File: src/rtl/instr_encoder_pkg.sv
// Shared instruction-format definitions: opcodes, op kinds and field positions.
// The pipeline control decoder imports the same constants.
package instr_encoder_pkg;

    typedef enum logic [1:0] {
        KIND_SUB = 2'd0,
        KIND_ORI = 2'd1,
        KIND_LW  = 2'd2,
        KIND_SW  = 2'd3
    } op_kind_e;

    typedef enum logic [1:0] {
        ST_IDLE,
        ST_RUN,
        ST_DRAIN
    } enc_state_e;

    localparam logic [5:0] OP_SUB = 6'b000000;
    localparam logic [5:0] OP_ORI = 6'b000001;
    localparam logic [5:0] OP_LW  = 6'b000010;
    localparam logic [5:0] OP_SW  = 6'b000011;

    localparam int OPC_MSB   = 31;
    localparam int OPC_LSB   = 26;
    localparam int RS_MSB    = 25;
    localparam int RS_LSB    = 21;
    localparam int RT_MSB    = 20;
    localparam int RT_LSB    = 16;
    localparam int RD_MSB    = 15;
    localparam int RD_LSB    = 11;
    localparam int IMM_MSB   = 15;
    localparam int IMM_LSB   = 0;
    localparam int FUNCT_MSB = 5;
    localparam int FUNCT_LSB = 0;

    function automatic logic [5:0] opcode_of(input op_kind_e kind);
        logic [5:0] opc;
        case (kind)
            KIND_SUB: opc = OP_SUB;
            KIND_ORI: opc = OP_ORI;
            KIND_LW:  opc = OP_LW;
            default:  opc = OP_SW;
        endcase
        return opc;
    endfunction

endpackage

File: src/rtl/instr_pack.sv
// Combinational packer: op kind plus register/immediate fields into a 32-bit word.
module instr_pack
    import instr_encoder_pkg::*;
#(
    parameter logic [5:0] SUB_FUNCT = 6'b100010
) (
    input  op_kind_e    kind,
    input  logic [4:0]  rs,
    input  logic [4:0]  rt,
    input  logic [4:0]  rd,
    input  logic [15:0] imm,
    output logic [31:0] word
);

    // R-type drops the immediate; I-type drops rd, so stray fields never leak in.
    always_comb begin
        word = '0;
        word[OPC_MSB:OPC_LSB] = opcode_of(kind);
        word[RS_MSB:RS_LSB]   = rs;
        word[RT_MSB:RT_LSB]   = rt;
        if (kind == KIND_SUB) begin
            word[RD_MSB:RD_LSB]       = rd;
            word[FUNCT_MSB:FUNCT_LSB] = SUB_FUNCT;
        end else begin
            word[IMM_MSB:IMM_LSB] = imm;
        end
    end

endmodule

File: src/rtl/instr_encoder.sv
// Program loader: accepts instruction descriptors, encodes them and streams the
// words into the instruction memory write port at consecutive addresses.
module instr_encoder
    import instr_encoder_pkg::*;
#(
    parameter int                ADDR_W    = 8,
    parameter logic [ADDR_W-1:0] BASE_ADDR = '0,
    parameter logic [5:0]        SUB_FUNCT = 6'b100010
) (
    input  logic              clk,
    input  logic              rst_n,
    input  logic              start,
    input  logic              abort,
    input  logic              op_valid,
    output logic              op_ready,
    input  logic [1:0]        op_kind,
    input  logic [4:0]        op_rs,
    input  logic [4:0]        op_rt,
    input  logic [4:0]        op_rd,
    input  logic [15:0]       op_imm,
    input  logic              op_last,
    output logic              imem_we,
    output logic [ADDR_W-1:0] imem_addr,
    output logic [31:0]       imem_wdata,
    output logic              busy,
    output logic              done,
    output logic              err,
    output logic [ADDR_W:0]   count
);

    localparam logic [ADDR_W:0] CAPACITY =
        (ADDR_W+1)'(1 << ADDR_W) - (ADDR_W+1)'(BASE_ADDR);

    enc_state_e        state;
    enc_state_e        state_next;
    logic              done_next;
    logic [ADDR_W-1:0] addr_q;
    logic [ADDR_W:0]   count_q;
    logic [ADDR_W:0]   acc_q;
    logic [ADDR_W:0]   acc_inc;
    logic              err_q;
    logic              done_q;
    logic              pend_valid;
    logic [31:0]       pend_word;
    logic [31:0]       packed_word;
    logic              accept;
    logic              last_slot;

    instr_pack #(
        .SUB_FUNCT(SUB_FUNCT)
    ) u_pack (
        .kind(op_kind_e'(op_kind)),
        .rs  (op_rs),
        .rt  (op_rt),
        .rd  (op_rd),
        .imm (op_imm),
        .word(packed_word)
    );

    assign acc_inc   = acc_q + (ADDR_W+1)'(1);
    assign last_slot = (acc_inc == CAPACITY);

    // A simultaneous abort wins over an accept and also kills the pending write.
    assign op_ready   = (state == ST_RUN) && (acc_q < CAPACITY);
    assign accept     = op_valid && op_ready && !abort;
    assign imem_we    = pend_valid && !abort && (state != ST_IDLE);
    assign imem_addr  = addr_q;
    assign imem_wdata = pend_word;
    assign busy       = (state != ST_IDLE);
    assign done       = done_q;
    assign err        = err_q;
    assign count      = count_q;

    always_ff @(posedge clk or negedge rst_n) begin
        if (!rst_n) begin
            state <= ST_IDLE;
        end else begin
            state <= state_next;
        end
    end

    always_comb begin
        state_next = state;
        done_next  = 1'b0;
        case (state)
            ST_IDLE: begin
                if (start) begin
                    state_next = ST_RUN;
                end
            end
            ST_RUN: begin
                if (abort) begin
                    state_next = ST_IDLE;
                end else if (accept && (op_last || last_slot)) begin
                    state_next = ST_DRAIN;
                end
            end
            ST_DRAIN: begin
                state_next = ST_IDLE;
                done_next  = !abort;
            end
            default: state_next = ST_IDLE;
        endcase
    end

    // Write register, address/count bookkeeping and the sticky overflow flag.
    always_ff @(posedge clk or negedge rst_n) begin
        if (!rst_n) begin
            addr_q     <= BASE_ADDR;
            count_q    <= '0;
            acc_q      <= '0;
            err_q      <= 1'b0;
            done_q     <= 1'b0;
            pend_valid <= 1'b0;
            pend_word  <= '0;
        end else begin
            done_q <= done_next;
            if (state == ST_IDLE && start) begin
                addr_q     <= BASE_ADDR;
                count_q    <= '0;
                acc_q      <= '0;
                err_q      <= 1'b0;
                pend_valid <= 1'b0;
            end else begin
                if (imem_we) begin
                    addr_q  <= addr_q + ADDR_W'(1);
                    count_q <= count_q + (ADDR_W+1)'(1);
                end
                pend_valid <= accept;
                if (accept) begin
                    pend_word <= packed_word;
                    acc_q     <= acc_inc;
                    if (!op_last && last_slot) begin
                        err_q <= 1'b1;
                    end
                end
            end
        end
    end

endmodule

File: config.mk
export PLATFORM = sky130hd
export DESIGN_NAME = instr_encoder
export DESIGN_NICKNAME = d
export VERILOG_FILES = /design/src/rtl/instr_encoder_pkg.sv /design/src/rtl/instr_pack.sv /design/src/rtl/instr_encoder.sv
export SDC_FILE = /design/constraint.sdc
export NUM_CORES = 1
export LEC_CHECK = 0
export BUFFER_PORTS_ARGS = -buffer_cell sky130_fd_sc_hd__buf_2
export CAP_MARGIN = 20
export CELL_PAD_IN_SITES_DETAIL_PLACEMENT = 1
export CELL_PAD_IN_SITES_GLOBAL_PLACEMENT = 1
export CORE_MARGIN = 2
export CORE_UTILIZATION = 35
export CTS_CLUSTER_SIZE = 20
export DETAILED_ROUTE_END_ITERATION = 8
export PLACE_DENSITY_LB_ADDON = 0.1
export SLEW_MARGIN = 20
export SYNTH_ARGS = -nofsm -noshare
export SYNTH_HDL_FRONTEND = slang
export SYNTH_SLANG_ARGS = --single-unit
File: constraint.sdc
create_clock -name clk -period 5.6 [get_ports clk]
set_clock_uncertainty 0.15 [all_clocks]
set_input_delay 0.28 -clock clk [delete_from_list [all_inputs] [get_ports clk]]
set_output_delay 0.28 -clock clk [all_outputs]
set_load 0.05 [all_outputs]
==> results of run 1 <==
-- power groups by stage --
stage | Combinational, mW | Sequential (mW) | Clock [mW]
final | 0.479 | 0.542 | 0.385
after global routing | 0.513 | 0.552 | 0.421
after CTS | 0.485 | 0.543 | 0.397
after detailed placement | 0.479 | 0.548 | 0
after global placement | 0.474 | 0.548 | 0
after floorplan | 0.108 | 0.791 | 0
-- stage by stage --
| stage | total power [mW] | worst slack, ns | utilization (%) | instance area, sq um | hold slack, ns |
|---|---|---|---|---|---|
| 4_1_cts | 1.42 | 2.99 | 46.4 | 3530 | 0.000199 |
| 5_1_grt | 1.49 | 2.80 | 46.4 | 3530 | 0.00363 |
| 6_report | 1.41 | 3.01 | 46.4 | 3530 | 0.0176 |
| 3_5_place_dp | 1.03 | 3.02 | 42.3 | 3220 | 0.306 |
| 3_3_place_gp | 1.02 | 3.06 | 42.3 | 3220 | 0.296 |
| 2_1_floorplan | 0.899 | 3.59 | - | 2720 | -0.166 |
-- registers in the layout, summed over array words and instances (netlist names) --
register    cells
done            1
acc_q           9
err             1
pend_valid      1
imem_wdata     28
count           9
imem_addr       8
state           2
-- worst max path at each step --
stage	from	end	slack, ns	depth (start not counted)
2_1_floorplan	state[1]	op_ready	3.59	1
3_3_place_gp	abort	acc_q[6]	3.06	8
3_5_place_dp	acc_q[8]	acc_q[6]	3.02	7
4_1_cts	acc_q[8]	acc_q[6]	2.99	7
5_1_grt	acc_q[8]	acc_q[6]	2.80	7
6_report	acc_q[8]	acc_q[6]	3.01	7
-- routing by layer --
metal / global-route usage, % / wire (um) / part of all wire (%)
met1: 23.5 / 3350 / 47
met2: 27.1 / 3210 / 45
met3: 6.16 / 436 / 6.2
met4: 5.97 / 87 / 1.2
met5: 0 / 0 / 0
-- cell usage after synthesis (2+ instances only) --
library cell / number / share of area (%)
sky130_fd_sc_hd__o31ai_1: 3 / 0.83
sky130_fd_sc_hd__buf_2: 6 / 1.1
sky130_fd_sc_hd__o21ai_1: 3 / 0.55
sky130_fd_sc_hd__a31oi_1: 7 / 1.6
sky130_fd_sc_hd__nor3b_1: 3 / 0.83
sky130_fd_sc_hd__nand3_1: 15 / 2.8
sky130_fd_sc_hd__a21oi_1: 3 / 0.55
sky130_fd_sc_hd__dfrtp_1: 59 / 54
sky130_fd_sc_hd__a22o_1: 2 / 0.65
sky130_fd_sc_hd__nand4_1: 5 / 1.2
sky130_fd_sc_hd__xor2_1: 12 / 3.9
sky130_fd_sc_hd__xnor2_1: 5 / 1.6
sky130_fd_sc_hd__o21ai_0: 10 / 1.8
sky130_fd_sc_hd__clkbuf_1: 7 / 0.97
sky130_fd_sc_hd__buf_4: 4 / 1.1
sky130_fd_sc_hd__ha_1: 4 / 1.8
sky130_fd_sc_hd__and2_1: 4 / 0.92
sky130_fd_sc_hd__and3_1: 7 / 1.6
sky130_fd_sc_hd__or3_1: 2 / 0.46
sky130_fd_sc_hd__nor2_1: 27 / 3.7
sky130_fd_sc_hd__nand2_1: 86 / 12
-- critical path: cells and delay by family (launching register included) --
| family | cells | cell delay, ns |
|---|---|---|
| multiplexers | 1 | 0.25 |
| buffers and inverters | 2 | 0.82 |
| flip-flops | 1 | 0.43 |
| AO/OA/AOI/OAI | 1 | 0.21 |
| AND/OR/NAND/NOR | 3 | 0.61 |
-- cell families (layout without fill, tap and decap cells) --
logic type | count (synthesis) | after routing
AND/OR/NAND/NOR | 157 | 157
flip-flops | 59 | 59
XOR/XNOR | 17 | 17
AO/OA/AOI/OAI | 33 | 33
other | 1 | 4
buffers and inverters | 19 | 120
multiplexers | 1 | 1
adder cells (fa/ha/maj) | 4 | 4
-- cell type report --
class                           instances  area share (%)
Multi-Input combinational cell        216            32.6
Sequential cell                        59            41.8
Tap cell                              102            3.61
Timing Repair Buffer                  102            16.3
Clock buffer                           11            4.00
Clock inverter                          5            1.49
Inverter                                2           0.213
==> impl_metrics.json, run 1 <==
{
  "grt_remaining_overflow": 0,
  "area_delta_synth_final_pct": 30.3,
  "fillerInstances": 938,
  "global_router_s_overall_resource_usage_pct": 17.7,
  "ir_worst_vdd_uv": 209,
  "multi_input_comb_area_sq_mm": 0.00115,
  "totalWireLength_um": 7080,
  "yosysWarnings": 0,
  "hold_end": "imem_wdata[9]",
  "post_cts_hold_buffer_count": 12,
  "dp.final_hpwl_um": 4750,
  "ctsRootBufferMaster": "sky130_fd_sc_hd__clkbuf_8",
  "place_congestion": 0.745,
  "layout_min_cycle_time_ns": 2.59,
  "wl_per_cell_um": 14.3,
  "detailedRoute.firstPassIterationCount": 4,
  "rsz0062_at_grt": "no",
  "pin_count_of_the_biggest_net_entering_global_routing": 60,
  "placed_cells_incl_taps": 469,
  "power.net_switching_mw": 0.588,
  "port_buffers": 88,
  "crit_fanout": 42,
  "detail_route.drc_violations": 0,
  "r2r-start": "acc_q[8]",
  "later_pin_clock_latency_in_the_skew_report_ns": 0.34,
  "layout.cells.most_common": "sky130_fd_sc_hd__buf_2",
  "combinationalPowerShare_pct": 34.1,
  "synth_compound_gate_area_share_pct": 7.57,
  "synth-simple-area-share_pct": 26.6,
  "number_of_pins_with_negative_max_slew_slack_in_the_final_report": 0,
  "chip_height_um": 92.0,
  "p_int_mw": 0.818,
  "power_frac_seq_pct": 38.5,
  "cts_resizes": 0,
  "netlist-cell-type-count": 38,
  "area.sequential_sq_mm": 0.00148,
  "slowest_delay_ns": 0.56,
  "clk_pin_slew_ns": 0.07,
  "main_combinational_cell_family_by_area_after_synthesis": "simple AND/OR/NAND/NOR gates",
  "initial_core_util_pct": 35.6,
  "final_net_count": 433,
  "synthCells": 291,
  "num_vias": 2378,
  "antenna_cells_inserted": 0,
  "cp_cell_sequence": "nor2b_1 -> nand2_1 -> buf_4 -> inv_2 -> nor2_1 -> a21o_1 -> mux2_2",
  "post_synth_xor_area_fraction_pct": 5.49,
  "grt_pass1_vias": 2442,
  "syn-cell-area_sq_mm": 0.00271,
  "worst_pin_slew_ns": 0.769,
  "endpoint_kind": "flop",
  "power.density_cell_area_mw_per_mm2": 398,
  "worstHoldStart": "op_imm[9]",
  "io_pins": 93,
  "syn_avg_cell_area_sq_um": 9.31,
  "synth_seq_area_share_pct": 54.5,
  "viasPerCell": 4.78,
  "hold_path_class": "in2reg",
  "worst_hold_path.num_cells": 3,
  "grt_antenna_before_repair": 0,
  "startpoint_class_of_the_critical_path": "flop",
  "grt_pass1_wl_um": 11800,
  "worst-r2r-cell-count": 7,
  "async_reset_ff_share_pct": 100,
  "crit_type": "reg2reg",
  "cts_setup_buffers": 0,
  "clock_sink_count": 59,
  "period_share_pct": 46.3,
  "drive_above_1_share_pct": 28.6,
  "swShare_pct": 41.8,
  "postRouteAntennaNets": 0,
  "run_status": "completed",
  "most_frequent_cells_in_the_layout": "sky130_fd_sc_hd__buf_2, sky130_fd_sc_hd__nand2_1, sky130_fd_sc_hd__dfrtp_1, sky130_fd_sc_hd__nor2_1, sky130_fd_sc_hd__nand3_1",
  "timing.final.hold_violations": 0,
  "dieWidth_um": 92.0,
  "cts_buffers": 9,
  "cts_htree_levels": 3,
  "crit_path_top_delay_cell": "sky130_fd_sc_hd__inv_2",
  "fin_tns_setup_ns": 0,
  "core_sq_mm": 0.00761,
  "finalNonFillerCells": 497,
  "tritoncts_clock_tree": "yes",
  "critical_path_rt_ns": 5.67,
  "arrival_ns": 2.66,
  "finalSetupViolations": 0,
  "synth-adder-area-share_pct": 1.85,
  "cts_max_path_buffers": 2,
  "synth_ff_type": "sky130_fd_sc_hd__dfrtp_1",
  "cap_violations": 0,
  "slew-limit-headroom_pct": 48.8,
  "synthMuxAreaShare_pct": 0.416,
  "rows": 32,
  "detailedRoute.firstIterationViolations": 72,
  "die-area_sq_mm": 0.00846,
  "pwr-share-clk_pct": 27.4,
  "leakagePower_nw": 1.89,
  "setup.reg_to_reg.worst_slack_ns": 3.01,
  "r2r-end": "acc_q[6]",
  "fmax_mhz": 386,
  "synth-edff-count": 0,
  "yosys_register_bits": 59
}
Note: power is estimated with default switching activity, not from simulation.
==> run 2, diff against run 1 <==
- clock period: 5.6 -> 2.4 ns (I/O delays scaled with it)
==> run 2 against run 1 <==
  * Sequential cell count unchanged
  * Via count increased by 5.3%
  * Worst hold slack improved by 0.068 ns
  * Clock-buffer cell count increased by 1
  * Combinational power increased to 2.5 times the previous value
  * First-iteration DRC count increased by 21%
  * Register-to-register slack got worse by 2.7 ns
  * Routed wire length increased by 7.3%
  * Utilization increased by 3.7 points
  * Global-route usage increased by 2.0 points
  * Setup slack got worse by 2.8 ns
  * Power increased by 140%
  * Critical endpoint is now imem_wdata[11]
  * Largest cell class unchanged
  * Largest power group unchanged
  * Highest routed layer unchanged
==> impl_metrics.json, run 2 (synthesized netlist as in run 1, its figures left out) <==
{
  "ir_worst_vdd_uv": 504,
  "most_frequent_cells_in_the_layout": "sky130_fd_sc_hd__buf_2, sky130_fd_sc_hd__nand2_1, sky130_fd_sc_hd__dfrtp_1, sky130_fd_sc_hd__dlygate4sd3_1, sky130_fd_sc_hd__nor2_1",
  "layout_min_cycle_time_ns": 2.17,
  "arrival_ns": 2.29,
  "core_sq_mm": 0.00761,
  "timing.critical_path.buf_inv": 5,
  "totalWireLength_um": 7600,
  "clock_sink_count": 59,
  "clk_pin_slew_ns": 0.07,
  "io_pins": 93,
  "dieWidth_um": 92.0,
  "wl_per_cell_um": 14.5,
  "crit_path_top_delay_cell": "sky130_fd_sc_hd__dlygate4sd3_1",
  "viasPerCell": 4.78,
  "power.density_cell_area_mw_per_mm2": 892,
  "grt_remaining_overflow": 0,
  "crit_type": "in2reg",
  "fin_tns_setup_ns": 0,
  "postLayoutSetupSlackWorst_ns": 0.229,
  "grt_antenna_before_repair": 0,
  "pin_count_of_the_biggest_net_entering_global_routing": 60,
  "startpoint_class_of_the_critical_path": "primary input",
  "postRouteAntennaNets": 0,
  "global_router_s_overall_resource_usage_pct": 19.7,
  "port_buffers": 88,
  "chip_height_um": 92.0,
  "groute.layer.met2.usage_pct": 33.5,
  "final_net_count": 460,
  "critical_path_rt_ns": 2.52,
  "slowest_delay_ns": 0.57,
  "area_delta_synth_final_pct": 40.9,
  "grt_pass1_wl_um": 13000,
  "design_power_total_mw": 3.41,
  "finalSetupViolations": 0,
  "crit_fanout": 36,
  "pre_cts_slack_ns": 0.395,
  "num_vias": 2503,
  "place_congestion": 0.755,
  "rows": 32,
  "cap_violations": 0,
  "leakagePower_nw": 2.02,
  "endpoint_kind": "flop",
  "hold_path_class": "in2reg",
  "worst_pin_slew_ns": 0.769,
  "cts_max_path_buffers": 2,
  "cts_buffers": 9,
  "detail_route.drc_violations": 0,
  "detailedRoute.firstIterationViolations": 87,
  "layout.cells.most_common": "sky130_fd_sc_hd__buf_2",
  "number_of_flip_flops_under_the_largest_register_name": 28,
  "timing.final.hold_violations": 0,
  "setup.reg_to_reg.worst_slack_ns": 0.28,
  "antenna_cells_inserted": 0,
  "top_usage_layer": "met2",
  "global_route.usage.met3_pct": 6.08,
  "run_status": "completed",
  "ctsRootBufferMaster": "sky130_fd_sc_hd__clkbuf_8",
  "initial_core_util_pct": 35.6,
  "rsz0062_at_grt": "no",
  "tritoncts_clock_tree": "yes",
  "met1_usage_pct": 23.7,
  "cp_cell_sequence": "dlygate4sd3_1 -> buf_2 -> nor3b_2 -> nand2_1 -> inv_2 -> buf_12 -> nor2_1 -> a31oi_1 -> dlygate4sd3_1",
  "fmax_mhz": 461,
  "slew-limit-headroom_pct": 48.7,
  "later_pin_clock_latency_in_the_skew_report_ns": 0.33,
  "period_share_pct": 90.4,
  "grt_pass1_vias": 2722,
  "dp.final_hpwl_um": 4710,
  "number_of_pins_with_negative_max_slew_slack_in_the_final_report": 0,
  "detailedRoute.firstPassIterationCount": 4,
  "cpMostUsedCell": "sky130_fd_sc_hd__dlygate4sd3_1",
  "die-area_sq_mm": 0.00846,
  "critPathTopFamily": "buffers and inverters",
  "drive_above_1_share_pct": 27.5,
  "cts_htree_levels": 3
}
==> run 2: what timing repair did <==
item | 4_1_cts | 5_1_grt
hold endpoints to repair | 91 | 0
hold buffers | 36 | 0
setup buffers | 0 | 0
resized for setup | 0 | 0
==> run 2: per-layer routing <==
metal	vias up	part of all wire [%]
met5	-	0
met4	0	1.0
met3	7	5.4
met2	64	50
met1	1222	44
li1	1210	-
==> run 2: worst paths after layout <==
path	start	to	cells after the start
max	abort	imem_wdata[11]	9
min	op_valid	state[0]	4
max reg2reg	state[1]	imem_wdata[11]	7
min reg2reg	imem_wdata[2]	imem_wdata[2]	2
max in group asynchronous	rst_n	acc_q[8]	3
min in group asynchronous	rst_n	imem_wdata[25]	3
==> run 2: per-stage QoR <==
step	hold slack [ns]	utilization, %	area (sq um)	std cells
final	0.0856	50.2	3820	524
after detailed placement	0.165	42.8	3250	472
after global placement	0.160	42.8	3250	472
after CTS	0.0724	50.2	3820	524
after floorplan	-0.326	-	2720	294
after global routing	0.0884	50.2	3820	524
==> run 2: worst reg2reg max path, delay by kind of cell, from the launching register on <==
family	cells	cell delay (ns)
flops	1	0.42
simple gates	3	0.41
buf+inv	3	0.96
compound gates	1	0.13
==> run 2: cell type report <==
type	count	area, sq um
clock buffer	12	155
clock inverter	4	48.8
fill	912	3790
inverter	2	7.51
multi-input combinational	216	1150
sequential	59	1480
tap	102	128
timing repair buffer	129	851
==> run 2: power breakdown <==
part	total (mW)	internal (mW)	switching, mW	leakage [nW]
clock	0.930	0.535	0.395	0.106
sequential	1.27	1.16	0.102	0.776
combinational	1.21	0.307	0.902	1.14
